==> src/rtl/message_schedule_gen.sv <==
// SHA-256 message-schedule expander: takes one padded 512-bit block and
// streams W[0..63] over a valid/ready handshake using a 16-word sliding window.
//
// state  | meaning
// -------+-----------------------------------------------------------
// IDLE   | ready for a block; window holds last contents, no output
// STREAM | win[0] is W[t] on w_word; each transfer shifts in W[t+16]
module message_schedule_gen #(
    parameter int NUM_ROUNDS = 64
) (
    input  logic         clk,
    input  logic         rst_n,
    input  logic         blk_valid,
    output logic         blk_ready,
    input  logic [511:0] blk_data,
    output logic         w_valid,
    input  logic         w_ready,
    output logic [31:0]  w_word,
    output logic [5:0]   w_index,
    output logic         w_last
);

    localparam logic [5:0] LAST_IDX = 6'(NUM_ROUNDS - 1);

    typedef enum logic {
        S_IDLE   = 1'b0,
        S_STREAM = 1'b1
    } state_t;

    state_t      state_q;
    logic [31:0] win_q [16];
    logic [5:0]  idx_q;
    logic        w_valid_q;
    logic        w_last_q;
    logic        blk_ready_q;

    logic [31:0] sig0_d;
    logic [31:0] sig1_d;
    logic [31:0] win_new_d;
    logic        xfer_d;

    function automatic logic [31:0] rotr(input logic [31:0] x, input int unsigned n);
        return (x >> n) | (x << (32 - n));
    endfunction

    function automatic logic [31:0] small_sigma0(input logic [31:0] x);
        return rotr(x, 7) ^ rotr(x, 18) ^ (x >> 3);
    endfunction

    function automatic logic [31:0] small_sigma1(input logic [31:0] x);
        return rotr(x, 17) ^ rotr(x, 19) ^ (x >> 10);
    endfunction

    // Expansion runs every cycle; the result is only used on a transfer.
    always_comb begin
        sig0_d    = small_sigma0(win_q[1]);
        sig1_d    = small_sigma1(win_q[14]);
        win_new_d = sig1_d + win_q[9] + sig0_d + win_q[0];
        xfer_d    = w_valid_q & w_ready;
    end

    always_ff @(posedge clk or negedge rst_n) begin
        if (!rst_n) begin
            state_q     <= S_IDLE;
            idx_q       <= 6'd0;
            w_valid_q   <= 1'b0;
            w_last_q    <= 1'b0;
            blk_ready_q <= 1'b1;
            for (int i = 0; i < 16; i++) begin
                win_q[i] <= 32'd0;
            end
        end else begin
            case (state_q)
                S_IDLE: begin
                    if (blk_valid && blk_ready_q) begin
                        for (int i = 0; i < 16; i++) begin
                            win_q[i] <= blk_data[511 - 32*i -: 32];
                        end
                        idx_q       <= 6'd0;
                        w_valid_q   <= 1'b1;
                        w_last_q    <= 1'b0;
                        blk_ready_q <= 1'b0;
                        state_q     <= S_STREAM;
                    end
                end
                S_STREAM: begin
                    if (xfer_d) begin
                        if (idx_q == LAST_IDX) begin
                            idx_q       <= 6'd0;
                            w_valid_q   <= 1'b0;
                            w_last_q    <= 1'b0;
                            blk_ready_q <= 1'b1;
                            state_q     <= S_IDLE;
                        end else begin
                            for (int i = 0; i < 15; i++) begin
                                win_q[i] <= win_q[i+1];
                            end
                            win_q[15] <= win_new_d;
                            idx_q     <= idx_q + 6'd1;
                            w_last_q  <= (idx_q == LAST_IDX - 6'd1);
                        end
                    end
                end
                default: begin
                    state_q     <= S_IDLE;
                    w_valid_q   <= 1'b0;
                    w_last_q    <= 1'b0;
                    blk_ready_q <= 1'b1;
                end
            endcase
        end
    end

    assign blk_ready = blk_ready_q;
    assign w_valid   = w_valid_q;
    assign w_word    = win_q[0];
    assign w_index   = idx_q;
    assign w_last    = w_last_q;

endmodule

==> config.mk <==
export PLATFORM = sky130hd
export DESIGN_NAME = message_schedule_gen
export DESIGN_NICKNAME = d
export VERILOG_FILES = /design/src/rtl/message_schedule_gen.sv
export SDC_FILE = /design/constraint.sdc
export NUM_CORES = 1
export LEC_CHECK = 0
export BUFFER_PORTS_ARGS = -buffer_cell sky130_fd_sc_hd__buf_4
export CAP_MARGIN = 25
export CORE_ASPECT_RATIO = 2
export CORE_MARGIN = 1.5
export CORE_UTILIZATION = 60
export CTS_BUF_LIST = sky130_fd_sc_hd__clkbuf_8
export DETAILED_ROUTE_END_ITERATION = 16
export PLACE_DENSITY = 0.85
export SETUP_SLACK_MARGIN = 0.5
export SKIP_LAST_GASP = 1
export SLEW_MARGIN = 20
export SYNTH_ARGS = -nofsm -noshare
export SYNTH_HDL_FRONTEND = slang
export SYNTH_SLANG_ARGS = --single-unit
==> constraint.sdc <==
create_clock -name clk -period 12.1 [get_ports clk]
set_input_delay 0.605 -clock clk [delete_from_list [all_inputs] [get_ports clk]]
set_output_delay 0.605 -clock clk [all_outputs]
set_load 0.03 [all_outputs]
==> reports/metrics.yaml, run 1 <==
p_leak_nw: 15.4
cts_hold_buf: 0
placed_cell_area_um2: 32600
layout_worst_path_cycle_share: 0.373
ys_warn_count: 0
synth_nets: 3527
vias: 23304
ys_seq_area_frac: 0.456
finalClockSkew_ns: 0.0223
critPathSlowestCell: "fa_1"
setup_tns_ns: 0
worst_path_most_repeated_cell: "fa_1"
ys_types: 64
area_growth_syn_to_layout_pct: 19.8
numCtsBuffers: 76
synth_area_um2: 28600
maxSlewHeadroom: 0.265
total_power_mw: 3.45
postLayoutSetupSlackWorst_ns: 7.59
initial_core_util: 0.604
fp.dieH_um: 312
path_max_fanout: 5
cts.sinks: 522
dieWidth_um: 157
finalSetupViolCount: 0
min_period_ns: 4.51
postRouteWirelength_mm: 99.7
synth-edff-count: 0
violations: "hold timing"
power_per_cell_area_nw_per_um2: 101
ioPinCount: 557
peakVddDrop_mv: 0.0980
slew_viol_final: 0
required_ns: 12.59
layout_commonest_cell: "buf_4"
dr.pass1.iters: 6
h-tree-depth: 3
drtIter0Drc: 2170
synth_cells: 2916
place_congestion: 1.05
instances_no_fill: 4026
critPathCaptureType: "flop"
synth_flop_cell: "dfrtp_1"
hp-class: "in2async"
tightest_slew_ns: 1.10
timing.hold.ws_ns: -0.0148
tritoncts: "yes"
critical_path_depth: 14
max_freq_mhz: 222
core_region_area_um2: 47400
syn_area_per_cell_um2: 9.82
grt.overflow.total: 0
slowest_delay_ns: 0.51
crit_family: "adder cells"
track_usage: 0.407
dp_hpwl_mm: 75.8
clockBufferDepth: 3
worst-path-buf-inv: 1
path_class: "reg2reg"
final_cell_mix: "buf_4, nand2_1, dfrtp_1"
via_per_inst: 5.79
synthArstFlopShare: 1.00
path_clk_slew_ns: 0.07
grt_start_max_net_pins: 286
io_buffers: 556
cts_setup_buffers: 0
grt_pass1_wl_mm: 145
clock_latency_ns: 0.66
cap_violations: 0
synth_seq_cells: 522
dpl_worst_slack_ns: 7.54
status: "complete, but fails checks"
drcViolationCount: 0
drt-wirelength-per-cell_um: 24.8
grt_pass1_vias: 24124
ant_nets: 0
drive_above_1_share: 0.208
rows: 113
postLayoutCoreUtil: 0.724
grt_setup_unrepaired: "no"
root_buffer: "clkbuf_8"
nets: 3927
path_cells: "xor2_1 -> xnor2_1 -> fa_1 -> inv_1 -> fa_1 -> ha_1 -> fa_1 -> a211oi_1 -> o21ai_1 -> a21oi_2 -> o21bai_1 -> a22oi_1 -> mux2i_1 -> o211ai_1"
place_inst: 3867
antenna_found_initial: 18
worstPathArrival_ns: 5.00
final_area_um2: 34300
worst_setup_path_start_kind: "flop"
finalHoldViolations: 6
dieArea_um2: 49100
cts_resized: 0
worstRegToRegCells: 14
[worst paths after layout]
kind	endpoint	slack (ns)	startpoint
worst max-delay path	win_q[25]	7.59	win_q[456]
worst min-delay path	win_q[407]	-0.01	rst_n
worst max register to register	win_q[25]	7.59	win_q[456]
worst min register to register	win_q[317]	0.48	win_q[317]
max in group asynchronous	win_q[261]	9.15	rst_n
min in group clk	win_q[77]	0.21	blk_data[77]
[kinds of logic after synthesis]
kind of cell	Yosys count	synth area share
XOR/XNOR	144	0.0441
buffers and inverters	387	0.0586
flip-flops	522	0.456
AO/OA/AOI/OAI	650	0.121
multiplexers	494	0.173
adder cells (fa/ha/maj)	95	0.0578
AND/OR/NAND/NOR	624	0.0892
[where the power goes]
group	switching, mW	internal [mW]
Combinational	0.117	0.134
Clock	0.704	0.746
Sequential	0	1.75
[flip-flops by register name, indices dropped and copies added, names as in the netlist]
register,flops
w_index,6
win_q,480
w_last,1
blk_ready,1
w_valid,1
w_word,32
state_q,1
[routing by layer]
layer	up-vias	GRT usage	wire length, µm
li1	10616	-	-
met1	11129	0.432	33100
met2	1154	0.657	47900
met3	405	0.0883	7460
met4	0	0.395	11300
met5	-	0	0
[cells in the mapped netlist, drive strengths merged (3+ instances only)]
master  instances  share of area
o21ai         529          0.093
nand2         526          0.069
dfrtp         521           0.46
mux2i         493           0.17
clkbuf        135          0.018
inv           132          0.017
buf           120          0.024
xnor2          78          0.024
xor2           66          0.020
fa             62          0.043
a21oi          59          0.011
ha             33          0.014
nor2           26         0.0038
nor3b          19         0.0050
nand3          14         0.0024
a21o            9         0.0024
and3            8         0.0017
o211ai          8         0.0023
a31oi           7         0.0015
a211oi          6         0.0017
nor3            6         0.0012
and4            5         0.0015
nor2b           5         0.0011
a311oi          4         0.0012
and2            4        0.00087
o21a            4         0.0011
a22oi           3        0.00079
a41oi           3         0.0012
o21bai          3        0.00079
or3             3        0.00066
[cell type report]
| cell class | count | area (µm²) |
|---|---|---|
| diodes | 18 | 45.0 |
| flip-flops and latches | 522 | 13100 |
| inverters | 132 | 495 |
| repair buffers | 577 | 4460 |
| clock buffers | 94 | 1290 |
| multi-input cells | 2007 | 13900 |
| well taps | 632 | 791 |
| fillers | 3491 | 13100 |
| clock inverters | 44 | 248 |
No activity file was read; power rests on OpenSTA's default activity.
==> run 2: changes to the inputs <==
ABC_AREA = 1   (was unset)
CORE_UTILIZATION = 58   (was 60)
PLACE_DENSITY = 0.82   (was 0.85)
clock period = 4.2 ns   (was 12.1 ns; I/O delays follow)
==> run 2 against run 1 <==
The flow now stops in global routing; synthesized area is 2.7% higher; synthesized cell count is 28% higher.
==> reports/metrics.yaml, run 2 <==
rows: 116  # +2.7%
io_buffers: 556  # unchanged
cts_setup_buffers: 0  # unchanged
track_usage: 0.614
lastStage: "global routing"
synth_seq_cells: 522  # unchanged
dieWidth_um: 162  # +3.0%
ys_types: 33  # -48%
grt_start_max_net_pins: 216
fp.dieH_um: 321  # +3.1%
root_buffer: "clkbuf_8"
synth_flop_cell: "dfrtp_1"
yosysMostFrequentCell: "nand2_1"
dp_hpwl_mm: 89.6  # +18%
h-tree-depth: 3  # unchanged
ys_warn_count: 0  # unchanged
numCtsBuffers: 76  # unchanged
synth_cells: 3726  # +28%
synthArstFlopShare: 1.00  # unchanged
synth_area_um2: 29400  # +2.7%
synth_top_area_frac: 0.443  # -0.0121
initial_core_util: 0.587  # -0.0172
syn_area_per_cell_um2: 7.89  # -20%
grt.overflow.total: 93
ioPinCount: 557  # unchanged
synth_nets: 4337  # +23%
clockBufferDepth: 3  # unchanged
first-error: "[ERROR GRT-0116] Global routing finished with congestion. Check the congestion regions in the DRC Viewer."
grt_pass1_vias: 36612
status: "aborted with a tool error"
synth_top_cell_by_area: "dfrtp_1"
cts.sinks: 522  # unchanged
grt_pass1_wl_mm: 234
ys_seq_area_frac: 0.444  # -0.0121
synthTopCellsByArea: "dfrtp_1, nand2_1, a31oi_1"
synthTopCellsByCount: "nand2_1, dfrtp_1, inv_1"
place_congestion: 1.01  # -3.3%
synth-edff-count: 0  # unchanged
## run 2: layer usage
layer,overflow,GRT usage
met1,0,0.603
met2,57,0.885
met3,4,0.305
met4,32,0.678
met5,0,0.00677
## run 2: cells by family after synthesis
kind of cell,count (synthesis),synth area share
xor+xnor,135,0.0402
flops,522,0.444
compound gates,728,0.153
buf+inv,719,0.107
fa+ha+maj,95,0.0563
simple gates,1527,0.199
## run 2: through the flow
stage               cells  hold WS (ns)  instance area (µm²)  worst slack, ns
floorplan            3726       -0.0856                29400            0.850
detailed placement   4693         0.275                33500            0.196
global placement     4693         0.269                33500            0.184
CTS                  5346       0.00791                40400            0.488
## run 2: repair_timing
item	in CTS
setup endpoints to repair	24
hold endpoints to repair	595
gates resized for setup	29
hold buffers	515
pin swaps	4
==> run 3: changes to the inputs <==
CORE_ASPECT_RATIO = unset   (was 2)
CORE_UTILIZATION = 40   (was 58)
CTS_BUF_LIST = unset   (was sky130_fd_sc_hd__clkbuf_8)
PLACE_DENSITY = unset   (was 0.82)
PLACE_DENSITY_LB_ADDON = 0.15   (was unset)
SETUP_SLACK_MARGIN = unset   (was 0.5)
==> run 3 against run 2 <==
The flow now finishes without violations; synthesized area is the same; synthesized cell count is the same.
==> reports/metrics.yaml, run 3 <==
synth_seq_cells: 522  # unchanged
syn_area_per_cell_um2: 7.89  # unchanged
dr.pass1.iters: 5
grt_pass1_vias: 28021
area_growth_syn_to_layout_pct: 39.8
nets: 5218
worstRegToRegCells: 14
dieArea_um2: 75100
worstPathArrival_ns: 4.52
use_met1: 0.416
finalHoldViolations: 0
dieWidth_um: 274  # +69%
gr-usage-met2: 0.499
finalSetupViolCount: 0
vias: 28552
finalClockSkew_ns: 0.0661
clock_latency_ns: 0.67
h-tree-depth: 2  # -1
top_usage_layer: "met2"
fp.dieH_um: 274  # -15%
drive_above_1_share: 0.154
numCtsBuffers: 60  # -21%
synth_cells: 3726  # unchanged
critPathCaptureType: "flop"
postRouteWirelength_mm: 119
slew_viol_final: 0
synth_flop_cell: "dfrtp_1"
final_cell_mix: "nand2_1, buf_4, dfrtp_1"
worst_path_most_repeated_cell: "nand2_1"
grt_setup_unrepaired: "no"
ys_warn_count: 0  # unchanged
crit_family: "adder cells"
critPathSlowestCell: "fa_1"
hp-class: "in2reg"
core_region_area_um2: 72800
tritoncts: "yes"
r2r_start: "win_q[466]"
path_max_fanout: 5
ant_nets: 0
path_cells: "xnor2_1 -> xor2_1 -> fa_1 -> fa_1 -> inv_1 -> ha_1 -> nand2_1 -> nor2_1 -> and2_1 -> nand2_1 -> nand2_1 -> xor2_1 -> nand2_1 -> a21oi_1"
drt-wirelength-per-cell_um: 21.1
max_freq_mhz: 251
yosysMostFrequentCell: "nand2_1"
clockBufferDepth: 3  # unchanged
worst-path-buf-inv: 1
path_clk_slew_ns: 0.06
cts.sinks: 522  # unchanged
synth_top_cell_by_area: "dfrtp_1"
tightest_slew_ns: 0.964
grt_pass1_wl_mm: 173
track_usage: 0.309
ys_types: 33  # unchanged
cts_hold_buf: 512  # -0.58%
grt.overflow.total: 0
rows: 99  # -15%
ys_seq_area_frac: 0.444  # unchanged
ioPinCount: 557  # unchanged
via_per_inst: 5.08
synth_nets: 4337  # unchanged
initial_core_util: 0.404  # -0.184
layout_commonest_cell: "nand2_1"
crit_start: "win_q[466]"
synth-edff-count: 0  # unchanged
ff2ff_setup_slack_ns: 0.22
required_ns: 4.74
drcViolationCount: 0
grt_start_max_net_pins: 224
slowest_delay_ns: 0.49
synthTopCellsByArea: "dfrtp_1, nand2_1, a31oi_1"
place_congestion: 0.947  # -6.4%
synthArstFlopShare: 1.00  # unchanged
largest_reg_flops: 480
min_period_ns: 3.98
setup_tns_ns: 0
critical_path_depth: 14
synthTopCellsByCount: "nand2_1, dfrtp_1, inv_1"
dp_hpwl_mm: 86.6  # -3.4%
cts_resized: 0  # -100%
path_class: "reg2reg"
synth_area_um2: 29400  # unchanged
met3_usage: 0.0457
fill_cells: 6844
cts_setup_buffers: 0  # unchanged
crit_path_end: "win_q[15]"
cap_violations: 0
synth_top_area_frac: 0.443  # unchanged
drtIter0Drc: 2515
maxSlewHeadroom: 0.358
worst_setup_path_start_kind: "flop"
antenna_found_initial: 12
reg2reg_to: "win_q[15]"
largest-register: "win_q"
layout_worst_path_cycle_share: 0.948
io_buffers: 556  # unchanged
root_buffer: "clkbuf_16"
status: "completed"
==> run 3: worst min path at each step <==
stage | slack [ns] | to | start | cells past startpoint
after floorplan | -0.09 | state_q | rst_n | 0
final | 0.04 | win_q[25] | blk_data[25] | 5
after CTS | 0.02 | win_q[25] | blk_data[25] | 5
after detailed placement | 0.38 | win_q[373] | rst_n | 1
after global placement | 0.38 | win_q[127] | rst_n | 1
after global routing | 0.03 | win_q[25] | blk_data[25] | 5
==> run 3: final cells by class <==
| cell class | instances | area (µm²) | share of cell area |
|---|---|---|---|
| repair buffers | 1118 | 9980 | 0.243 |
| clock inverters | 25 | 373 | 0.00907 |
| flip-flops and latches | 522 | 13100 | 0.318 |
| clock buffers | 82 | 1680 | 0.0410 |
| well taps | 959 | 1200 | 0.0292 |
| multi-input cells | 2485 | 13200 | 0.321 |
| inverters | 420 | 1590 | 0.0387 |
| diodes | 12 | 30.0 | 0.000730 |
==> run 3: layer usage <==
| metal | vias to the layer above | wire length [µm] |
|---|---|---|
| li1 | 13681 | - |
| met1 | 13703 | 51300 |
| met2 | 946 | 55100 |
| met3 | 212 | 6990 |
| met4 | 10 | 5240 |
| met5 | - | 58 |
==> run 3: cells by family after synthesis <==
group                      after synthesis  synth area share
and+or+nand+nor                       1527             0.199
xor gates and xnor gates               135            0.0402
DFF                                    522             0.444
buffers and inverters                  719             0.107
AOI/OAI and AO/OA                      728             0.153
adders and majority gates               95            0.0563
==> run 3: stage by stage <==
| stage | cell area, µm² | hold WS, ns | setup WS, ns | util | cells |
|---|---|---|---|---|---|
| 3_3_place_gp | 33900 | 0.377 | 0.273 | 0.465 | 4992 |
| 6_report | 41100 | 0.0430 | 0.220 | 0.564 | 5623 |
| 2_1_floorplan | 29400 | -0.0856 | 0.850 | - | 3726 |
| 5_1_grt | 41100 | 0.0301 | 0.0550 | 0.564 | 5618 |
| 4_1_cts | 41100 | 0.0197 | 0.276 | 0.564 | 5611 |
| 3_5_place_dp | 33900 | 0.378 | 0.345 | 0.465 | 4992 |
==> run 3: worst register-to-register path, cell delays in order (launching register included) <==
cell	delay [ns]
dfrtp_1	0.48
xnor2_1	0.22
xor2_1	0.29
fa_1	0.49
fa_1	0.49
inv_1	0.04
ha_1	0.37
nand2_1	0.11
nor2_1	0.34
and2_1	0.18
nand2_1	0.05
nand2_1	0.21
xor2_1	0.34
nand2_1	0.10
a21oi_1	0.16
Power of run 3 is not shown: default switching activity piles up to over one toggle a cycle in this logic, so the estimate is an artifact.
